**src/rtl/dma_bus_master_pkg.sv**
```systemverilog
// Shared definitions for the DMA bus-cycle initiator.
package dma_bus_master_pkg;

  // Bus-master sequencer states.
  typedef enum logic [2:0] {
    S_IDLE,
    S_REQ,
    S_OWN,
    S_ADDR,
    S_STRB,
    S_WAIT,
    S_END,
    S_HOLD
  } state_t;

  // DMADIR value that selects a memory read (RW=1).
  localparam logic DIR_READ = 1'b1;

  // DSACK_ code of a 32-bit port acknowledge.
  localparam logic [1:0] DSACK_32 = 2'b00;

  // Longword alignment: the two low address bits are never driven.
  function automatic logic [31:0] lw_align(input logic [31:0] a);
    return {a[31:2], 2'b00};
  endfunction

endpackage

```
**src/rtl/bus_timeout_ctr.sv**
```systemverilog
// Cycle counter shared by the WAIT termination timeout and the HOLD idle timeout.
// o_tc marks the TIMEOUT-th consecutive enabled cycle, so the owner leaves on
// the edge that completes TIMEOUT cycles in the state.
module bus_timeout_ctr #(
  parameter int TIMEOUT = 255
) (
  input  logic i_clk,
  input  logic i_rst,
  input  logic i_clr,
  input  logic i_en,
  output logic o_tc
);

  localparam int W = $clog2(TIMEOUT + 1);

  logic [W-1:0] r_cnt;

  // Count enabled cycles, saturating at terminal count; clear wins over count.
  always_ff @(posedge i_clk) begin
    if (i_rst || i_clr)       r_cnt <= '0;
    else if (i_en && !o_tc)   r_cnt <= r_cnt + 1'b1;
  end

  assign o_tc = (r_cnt == W'(TIMEOUT - 1));

endmodule

```
**src/rtl/dma_bus_master.sv**
```systemverilog
// 68030 bus-cycle initiator: arbitrates for the bus and runs single longword
// read/write cycles for the DMA/FIFO path, holding the bus between chained
// transfers until LAST or an error.
module dma_bus_master
  import dma_bus_master_pkg::*;
#(
  parameter int TIMEOUT = 255,
  parameter int DSACK_W = 2
) (
  input  logic               i_clk,
  input  logic               i_rst,
  input  logic               i_start,
  input  logic               i_dmadir,
  input  logic [31:0]        i_addr_in,
  input  logic [31:0]        i_wdata,
  input  logic               i_last,
  output logic               o_br_n,
  input  logic               i_bg_n,
  output logic               o_bgack_n,
  output logic [31:0]        o_a,
  output logic               o_rw,
  output logic               o_as_n,
  output logic               o_ds_n,
  output logic [31:0]        o_d_out,
  output logic               o_d_oe,
  input  logic [31:0]        i_d_in,
  input  logic               i_sterm_n,
  input  logic [DSACK_W-1:0] i_dsack_n,
  input  logic               i_berr_n,
  output logic [31:0]        o_rdata,
  output logic               o_done,
  output logic               o_err,
  output logic               o_busy
);

  state_t      r_state, w_next;
  logic        r_dir, r_last, r_ok;
  logic [31:0] r_addr, r_wdata, r_rdata;
  logic        w_take, w_term, w_ok, w_tc, w_cnt_run;

  // START is only honoured when no cycle is in flight.
  assign w_take    = i_start && ((r_state == S_IDLE) || (r_state == S_HOLD));
  assign w_cnt_run = (r_state == S_WAIT) || (r_state == S_HOLD);

  bus_timeout_ctr #(.TIMEOUT(TIMEOUT)) u_tmo (
    .i_clk (i_clk),
    .i_rst (i_rst),
    .i_clr (!w_cnt_run),
    .i_en  (w_cnt_run),
    .o_tc  (w_tc)
  );

  // Termination decode for WAIT: bus error beats any acknowledge; sized
  // (8/16-bit) DSACK_ is an error since only 32-bit ports are supported.
  always_comb begin
    w_term = 1'b0;
    w_ok   = 1'b0;
    if (!i_berr_n) begin
      w_term = 1'b1;
    end else if (!i_sterm_n || (i_dsack_n == DSACK_W'(DSACK_32))) begin
      w_term = 1'b1;
      w_ok   = 1'b1;
    end else if (i_dsack_n != '1) begin
      w_term = 1'b1;
    end else if (w_tc) begin
      w_term = 1'b1;
    end
  end

  // State register.
  always_ff @(posedge i_clk) begin
    if (i_rst) r_state <= S_IDLE;
    else       r_state <= w_next;
  end

  // Next state and bus strobes; DS_ trails AS_ by one cycle on writes so the
  // data bus has settled before the slave samples it.
  always_comb begin
    w_next    = r_state;
    o_br_n    = 1'b1;
    o_bgack_n = 1'b1;
    o_as_n    = 1'b1;
    o_ds_n    = 1'b1;
    o_rw      = 1'b1;
    o_d_oe    = 1'b0;
    o_done    = 1'b0;
    o_err     = 1'b0;
    case (r_state)
      S_IDLE: if (w_take) w_next = S_REQ;
      S_REQ: begin
        o_br_n = 1'b0;
        if (!i_bg_n) w_next = S_OWN;
      end
      S_OWN: begin
        o_bgack_n = 1'b0;
        w_next    = S_ADDR;
      end
      S_ADDR: begin
        o_bgack_n = 1'b0;
        o_rw      = r_dir;
        o_d_oe    = (r_dir != DIR_READ);
        w_next    = S_STRB;
      end
      S_STRB: begin
        o_bgack_n = 1'b0;
        o_rw      = r_dir;
        o_d_oe    = (r_dir != DIR_READ);
        o_as_n    = 1'b0;
        o_ds_n    = (r_dir != DIR_READ);
        w_next    = S_WAIT;
      end
      S_WAIT: begin
        o_bgack_n = 1'b0;
        o_rw      = r_dir;
        o_d_oe    = (r_dir != DIR_READ);
        o_as_n    = 1'b0;
        o_ds_n    = 1'b0;
        if (w_term) w_next = S_END;
      end
      S_END: begin
        o_bgack_n = 1'b0;
        o_rw      = r_dir;
        o_done    = r_ok;
        o_err     = !r_ok;
        w_next    = (r_last || !r_ok) ? S_IDLE : S_HOLD;
      end
      S_HOLD: begin
        o_bgack_n = 1'b0;
        if (w_take)    w_next = S_ADDR;
        else if (w_tc) w_next = S_IDLE;
      end
      default: w_next = S_IDLE;
    endcase
  end

  // Transfer parameters latched on START, result captured on the terminating edge.
  always_ff @(posedge i_clk) begin
    if (i_rst) begin
      r_dir   <= DIR_READ;
      r_last  <= 1'b0;
      r_ok    <= 1'b0;
      r_addr  <= '0;
      r_wdata <= '0;
      r_rdata <= '0;
    end else begin
      if (w_take) begin
        r_dir   <= i_dmadir;
        r_last  <= i_last;
        r_addr  <= lw_align(i_addr_in);
        r_wdata <= i_wdata;
      end
      if ((r_state == S_WAIT) && w_term) begin
        r_ok <= w_ok;
        if (r_dir == DIR_READ) r_rdata <= i_d_in;
      end
    end
  end

  assign o_a     = r_addr;
  assign o_d_out = r_wdata;
  assign o_rdata = r_rdata;
  assign o_busy  = (r_state != S_IDLE);

endmodule

```
**config.mk**
```make
export PLATFORM = sky130hd
export DESIGN_NAME = dma_bus_master
export DESIGN_NICKNAME = d
export VERILOG_FILES = /design/src/rtl/dma_bus_master_pkg.sv /design/src/rtl/bus_timeout_ctr.sv /design/src/rtl/dma_bus_master.sv
export SDC_FILE = /design/constraint.sdc
export NUM_CORES = 1
export LEC_CHECK = 0
export BUFFER_PORTS_ARGS = -buffer_cell sky130_fd_sc_hd__buf_2
export CORE_MARGIN = 2
export CORE_UTILIZATION = 41
export CTS_CLUSTER_DIAMETER = 80
export DETAILED_ROUTE_END_ITERATION = 8
export PLACE_DENSITY = 0.84
export SYNTH_ARGS = -nofsm -noshare
export SYNTH_HDL_FRONTEND = slang
export SYNTH_SLANG_ARGS = --single-unit
export TNS_END_PERCENT = 30
```
**constraint.sdc**
```tcl
create_clock -name i_clk -period 1.6 [get_ports i_clk]
set_input_delay 0.08 -clock i_clk [delete_from_list [all_inputs] [get_ports i_clk]]
set_output_delay 0.08 -clock i_clk [all_outputs]
set_load 0.005 [all_outputs]
```
==> impl_metrics.tcl, run 1 <==
set metrics [dict create \
    status "complete, but fails checks" \
    violations "negative setup slack" \
    p_seq_share_pct 52.6 \
    postLayoutCoreUtil_pct 66.5 \
    viasPerCell 4.85 \
    yosysWarnings 0 \
    hpwl_um 7730 \
    worstPathArrival_ns 1.94 \
    cts_max_level 3 \
    fmax_mhz 599 \
    grt_max_degree 67 \
    avgSynthCellArea_um2 8.19 \
    drtIter0Drc 314 \
    cts_tree "built" \
    synth.top_cell.area_share_pct 50.8 \
    hold_class "in -> reg" \
    synth_xor_area_share_pct 1.65 \
    syn_inst 519 \
    drt-pass1-iter-count 5 \
    nets 930 \
    cap_violations 0 \
    drc 0 \
    design.core.area_um2 10200 \
    synth_compound_area_share_pct 12.1 \
    root_buffer "clkbuf_8" \
    grt_pass1_wl_um 21800 \
    grt_pass1_vias 4517 \
    total_power_w 0.00550 \
    layout_setup_ws_ns -0.0705 \
    synthFlopType "dfxtp_1" \
    cp-start-kind "flop" \
    cp_max_fo 8 \
    ys_seq_area_share_pct 50.8 \
    synthSimpleGateAreaFrac_pct 22.6 \
    wl_per_cell_um 14.8 \
    clk_latency_ns 0.36 \
    die_y_um 106 \
    place_congestion 0.867 \
    endpoint_kind "flop" \
    ys_types 43 \
    clkPwrFrac_pct 28.8 \
    clock_skew_ns 0.0140 \
    sw_frac_of_total_pct 27.2 \
    path_class "reg -> reg" \
    synth_area_leader_cell "dfxtp_1" \
    setup_viol 30 \
    rsz0062_at_grt "yes" \
    syn2layout_area_growth_pct 59.4 \
    internal_power_w 0.00400 \
    start_util_pct 41.8 \
    synth_edf_count 0 \
    routed_wl_um 14200 \
    dieWidth_um 106 \
    ys_ff_latch 108 \
    post-route-period-util_pct 104 \
    clockBufferDepth 2 \
    overflow 0 \
    synth_fa_ha_area_share_pct 0.588 \
    worstReg2RegEnd "o_rdata[3]" \
    synth_area_um2 4250 \
    min_period_ns 1.67 \
    peakVddDrop_v 0.000409 \
    reg2reg_depth 8 \
    r2r-start "u_tmo.r_cnt[0]" \
    row_count 37 \
    slew_violations 0 \
    layout-drive-gt1-share_pct 32.4 \
    crit_required_ns 1.87 \
    antennaDiodeCount 0 \
    synthArstFlopShare_pct 0 \
    io_pins 211 \
    hold_viol_final 0 \
    yosys-mux-area-fraction_pct 7.53 \
    synth_area_leaders "dfxtp_1 51%, nand2_1 18%, a21oi_1 7.9%" \
    cts_sinks 108 \
    port_buffers 206 \
    fillCellCount 781 \
    clkSlewWorstSetupHoldPaths_ns 0.10 \
    reg2reg_slack_ns -0.07 \
    power.switching_w 0.00149 \
    leakage_nw 3.09 \
    synth_top_family_by_area "simple AND/OR/NAND/NOR gates" \
    crit_path_start "u_tmo.r_cnt[0]" \
    grt_usage_pct 24.0 \
    num_vias 4664 \
    antenna_left 0 \
    p_comb_share_pct 18.7 \
    worstSetupEndpoint "o_rdata[3]" \
    dieArea_um2 11200 \
    power.density_nw_per_um2 811 \
    antenna_found_initial 0 \
    cts_made_buffers 9 \
]
==> synth_stat cells, types with 2 or more instances <==
cell / count
nand2_1: 200
dfxtp_1: 108
a21oi_1: 67
mux2i_1: 32
clkbuf_1: 17
nor2_1: 14
buf_2: 8
buf_1: 6
nand3_1: 6
o21ai_0: 6
xor2_1: 6
inv_1: 5
and3_1: 3
buf_6: 3
nand2b_1: 3
o2111ai_1: 3
a21boi_0: 2
buf_4: 2
ha_1: 2
nor2b_1: 2
xnor2_1: 2
==> kinds of logic (layout without fill, tap and decap cells) <==
kind of cell,Yosys count,in the layout
adders and majority gates,2,2
other,1,2
xor gates and xnor gates,8,8
buffers and inverters,42,348
and+or+nand+nor,236,236
DFF,108,108
muxes,32,32
AOI/OAI and AO/OA,90,90
==> worst max-delay path, stage by stage (launching register included) <==
cell and delay [ns]:
dfxtp_2 0.33, inv_2 0.05, ha_4 0.12, and3_4 0.20, a21oi_4 0.07, nor4b_4 0.21
buf_4 0.19, clkbuf_16 0.18, mux2i_2 0.24
==> through the flow <==
stage | cells | cell area [um2] | TNS (ns) | hold WS, ns | setup slack (ns)
4_1_cts | 958 | 6700 | -0.0717 | 0.00466 | -0.0171
6_report | 962 | 6780 | -0.960 | 0.0921 | -0.0705
5_1_grt | 962 | 6780 | -4.99 | 0.0629 | -0.122
2_1_floorplan | 520 | 4280 | 0 | 0.204 | 0.000457
3_3_place_gp | 847 | 5550 | 0 | 0.308 | 0.0398
3_5_place_dp | 847 | 5550 | -0.0724 | 0.308 | -0.0156
==> worst min-delay path by stage <==
stage,startpoint,end,slack (ns),cells after the start
floorplan,i_dmadir,r_dir,0.20,2
global placement,i_dmadir,r_dir,0.31,3
detailed placement,i_dmadir,r_dir,0.31,3
CTS,i_d_in[22],o_rdata[22],0.005,3
global route,i_d_in[22],o_rdata[22],0.06,3
finish,i_d_in[22],o_rdata[22],0.09,3
==> layout by cell type (no fill, tap or decap), types with 2 or more instances in the layout <==
| master | n |
|---|---|
| a21boi_0 | 2 |
| a21oi_1 | 67 |
| and3_1 | 3 |
| buf_12 | 5 |
| buf_2 | 206 |
| buf_4 | 17 |
| clkbuf_8 | 11 |
| clkinv_4 | 2 |
| conb_1 | 2 |
| dfxtp_1 | 104 |
| dfxtp_2 | 3 |
| dlygate4sd3_1 | 96 |
| inv_1 | 4 |
| mux2i_1 | 26 |
| mux2i_2 | 5 |
| nand2_1 | 200 |
| nand2b_1 | 3 |
| nand3_1 | 6 |
| nor2_1 | 14 |
| o2111ai_1 | 3 |
| o21ai_0 | 6 |
| xnor2_1 | 2 |
| xor2_1 | 6 |
==> power by group through the flow <==
stage | registers, W | logic, W | clock network, W
final | 0.00289 | 0.00103 | 0.00158
after global routing | 0.00290 | 0.00112 | 0.00172
after CTS | 0.00289 | 0.000990 | 0.00162
after detailed placement | 0.00295 | 0.000806 | 0
after global placement | 0.00294 | 0.000799 | 0
after floorplan | 0.00296 | 0.000378 | 0
==> routing by layer <==
| metal | vias to the layer above | GRT usage (%) | part of all wire, % |
|---|---|---|---|
| met4 | 0 | 7.52 | 2.0 |
| li1 | 2290 | - | - |
| met1 | 2138 | 28.2 | 41 |
| met2 | 208 | 43.5 | 50 |
| met5 | - | 0 | 0 |
| met3 | 28 | 5.26 | 7.2 |
==> layout make-up <==
| type | count | area [um2] | share of cell area (%) |
|---|---|---|---|
| timing repair buffer | 327 | 2270 | 33.5 |
| sequential | 108 | 2170 | 32.0 |
| multi-input combinational | 370 | 1960 | 28.9 |
| clock inverter | 4 | 33.8 | 0.498 |
| tap | 136 | 170 | 2.51 |
| inverter | 6 | 22.5 | 0.332 |
| clock buffer | 11 | 151 | 2.23 |
==> state kept, by name (all words and copies together) (netlist names) <==
signal,flops
o_d_out,32
u_tmo.r_cnt,8
r_ok,1
r_last,1
r_state,3
r_dir,1
o_a,30
o_rdata,32
==> timing repair <==
action	in CTS	in global routing
hold buffers	96	0
cloned	0	2
gates resized for setup	2	11
endpoints found under the hold margin	96	0
setup buffers	0	2
setup endpoints to repair	22	88
No activity file was read; power rests on OpenSTA's default activity.
==> inputs of run 2 (changes only) <==
- SETUP_SLACK_MARGIN: not set -> 0.05
==> run 2 against run 1 <==
Against the previous run:
- the run still ends with negative setup slack left
- fmax up 0.15%
- clock power about the same
- first-iteration DRC count up 0.64%
- die area unchanged
- critical path depth unchanged
- core utilization up 0.074 points
- non-clock buffer count unchanged
- hold slack worse by 0.0017 ns
- combinational power about the same
==> impl_metrics.tcl, run 2 (same netlist as run 1, synthesis figures left out) <==
set metrics [dict create \
    status "complete, but fails checks" \
    violations "negative setup slack" \
    fmax_mhz 600 \
    cts_sinks 108 \
    setup_viol 30 \
    cts_made_buffers 9 \
    drt-pass1-iter-count 4 \
    num_vias 4672 \
    design.core.area_um2 10200 \
    routed_wl_um 14200 \
    placedCellCount 847 \
    clkSlewWorstSetupHoldPaths_ns 0.10 \
    clockBufferDepth 2 \
    hold_class "in -> reg" \
    dieArea_um2 11200 \
    cts_tree "built" \
    cp-start-kind "flop" \
    crit_path_max_incr_delay_ns 0.33 \
    power.density_nw_per_um2 811 \
    grt_pass1_wl_um 21800 \
    final_cells 962 \
    grt_usage_pct 24.0 \
    postLayoutCoreUtil_pct 66.6 \
    port_buffers 206 \
    crit_required_ns 1.88 \
    layout_setup_ws_ns -0.0680 \
    antennaDiodeCount 0 \
    drtIter0Drc 316 \
    clk_latency_ns 0.36 \
    overflow 0 \
    path_class "reg -> reg" \
    whs_path_depth 3 \
    syn2layout_area_growth_pct 59.5 \
    nets 930 \
    wl_per_cell_um 14.8 \
    grt_max_degree 67 \
    reg2reg_slack_ns -0.07 \
    total_power_w 0.00550 \
    clock_skew_ns 0.0128 \
    row_count 37 \
    drc 0 \
    min_period_ns 1.67 \
    grt_pass1_vias 4519 \
    final_cell_mix "206 x buf_2, 200 x nand2_1, 104 x dfxtp_1" \
    antenna_found_initial 0 \
    leakage_nw 3.09 \
    dieWidth_um 106 \
    root_buffer "clkbuf_8" \
    layout-drive-gt1-share_pct 32.4 \
    rsz0062_at_grt "yes" \
    cap_violations 0 \
    post-route-period-util_pct 104 \
    io_pins 211 \
    peakVddDrop_v 0.000410 \
    hpwl_um 7730 \
    slew_violations 0 \
    cts_max_level 3 \
    final_common_cell "buf_2" \
    cp_cell_sequence "inv_2, ha_4, and3_4, a21oi_4, nor4b_4, buf_4, clkbuf_16, mux2i_2" \
    antenna_left 0 \
    worstPathArrival_ns 1.94 \
    start_util_pct 41.8 \
    hold_viol_final 0 \
    place_congestion 0.867 \
    die_y_um 106 \
    reg2reg_depth 8 \
    cp_slowest_cell "dfxtp_2" \
    cp_max_fo 8 \
    endpoint_kind "flop" \
    viasPerCell 4.86 \
]
==> run 2: cell counts in the layout (fill, tap and decap cells not counted) <==
No cell type changed its count.
==> run 2: worst paths after layout <==
check,startpoint,end
min,i_d_in[22],o_rdata[22]
min reg2reg,o_a[19],o_a[19]
max reg2reg,u_tmo.r_cnt[0],o_rdata[3]
max,u_tmo.r_cnt[0],o_rdata[3]
==> run 2: where the power goes <==
part	internal [W]	switching, W	leakage [nW]
Sequential	0.00282	0.0000708	0.882
Clock	0.000656	0.000929	0.0920
Combinational	0.000531	0.000498	2.12
Total	0.00400	0.00150	3.09
==> run 2: area by class of cell <==
cell class / instances / area (um2)
sequential: 108 / 2170
clock buffer: 11 / 151
inverter: 6 / 22.5
multi-input combinational: 370 / 1960
timing repair buffer: 327 / 2270
clock inverter: 4 / 33.8
tap: 136 / 170
fill: 780 / 3400
==> run 2: worst max-delay path: cells and delay by family, from the launching register on <==
kind                       cells  cell delay (ns)
DFF                            1             0.33
adders and majority gates      1             0.12
muxes                          1             0.24
AOI/OAI and AO/OA              1             0.07
and+or+nand+nor                2             0.41
buffers and inverters          3             0.42
==> run 2: routing by layer <==
| layer | track usage, % | part of all wire [%] | up-vias |
|---|---|---|---|
| li1 | - | - | 2289 |
| met1 | 28.2 | 41 | 2147 |
| met2 | 43.5 | 50 | 208 |
| met3 | 5.26 | 7.2 | 28 |
| met4 | 7.52 | 2.0 | 0 |
| met5 | 0 | 0 | - |
==> run 2: per-stage QoR <==
step	setup WS [ns]	TNS, ns	cell area, um2	hold slack, ns
2_1_floorplan	0.000457	0	4280	0.204
3_5_place_dp	-0.0156	-0.0724	5550	0.308
6_report	-0.0680	-0.940	6790	0.0903
5_1_grt	-0.122	-4.98	6790	0.0629
3_3_place_gp	0.0398	0	5550	0.308
4_1_cts	-0.0171	-0.0717	6700	0.00466
==> run 2: repair_timing <==
| item | 4_1_cts | 5_1_grt |
|---|---|---|
| pin swaps | 0 | 0 |
| hold buffers | 96 | 0 |
| gates resized for setup | 3 | 12 |
| endpoints found under the hold margin | 96 | 0 |
| setup buffers | 0 | 2 |
| cloned | 0 | 2 |
| setup endpoints to repair | 34 | 96 |
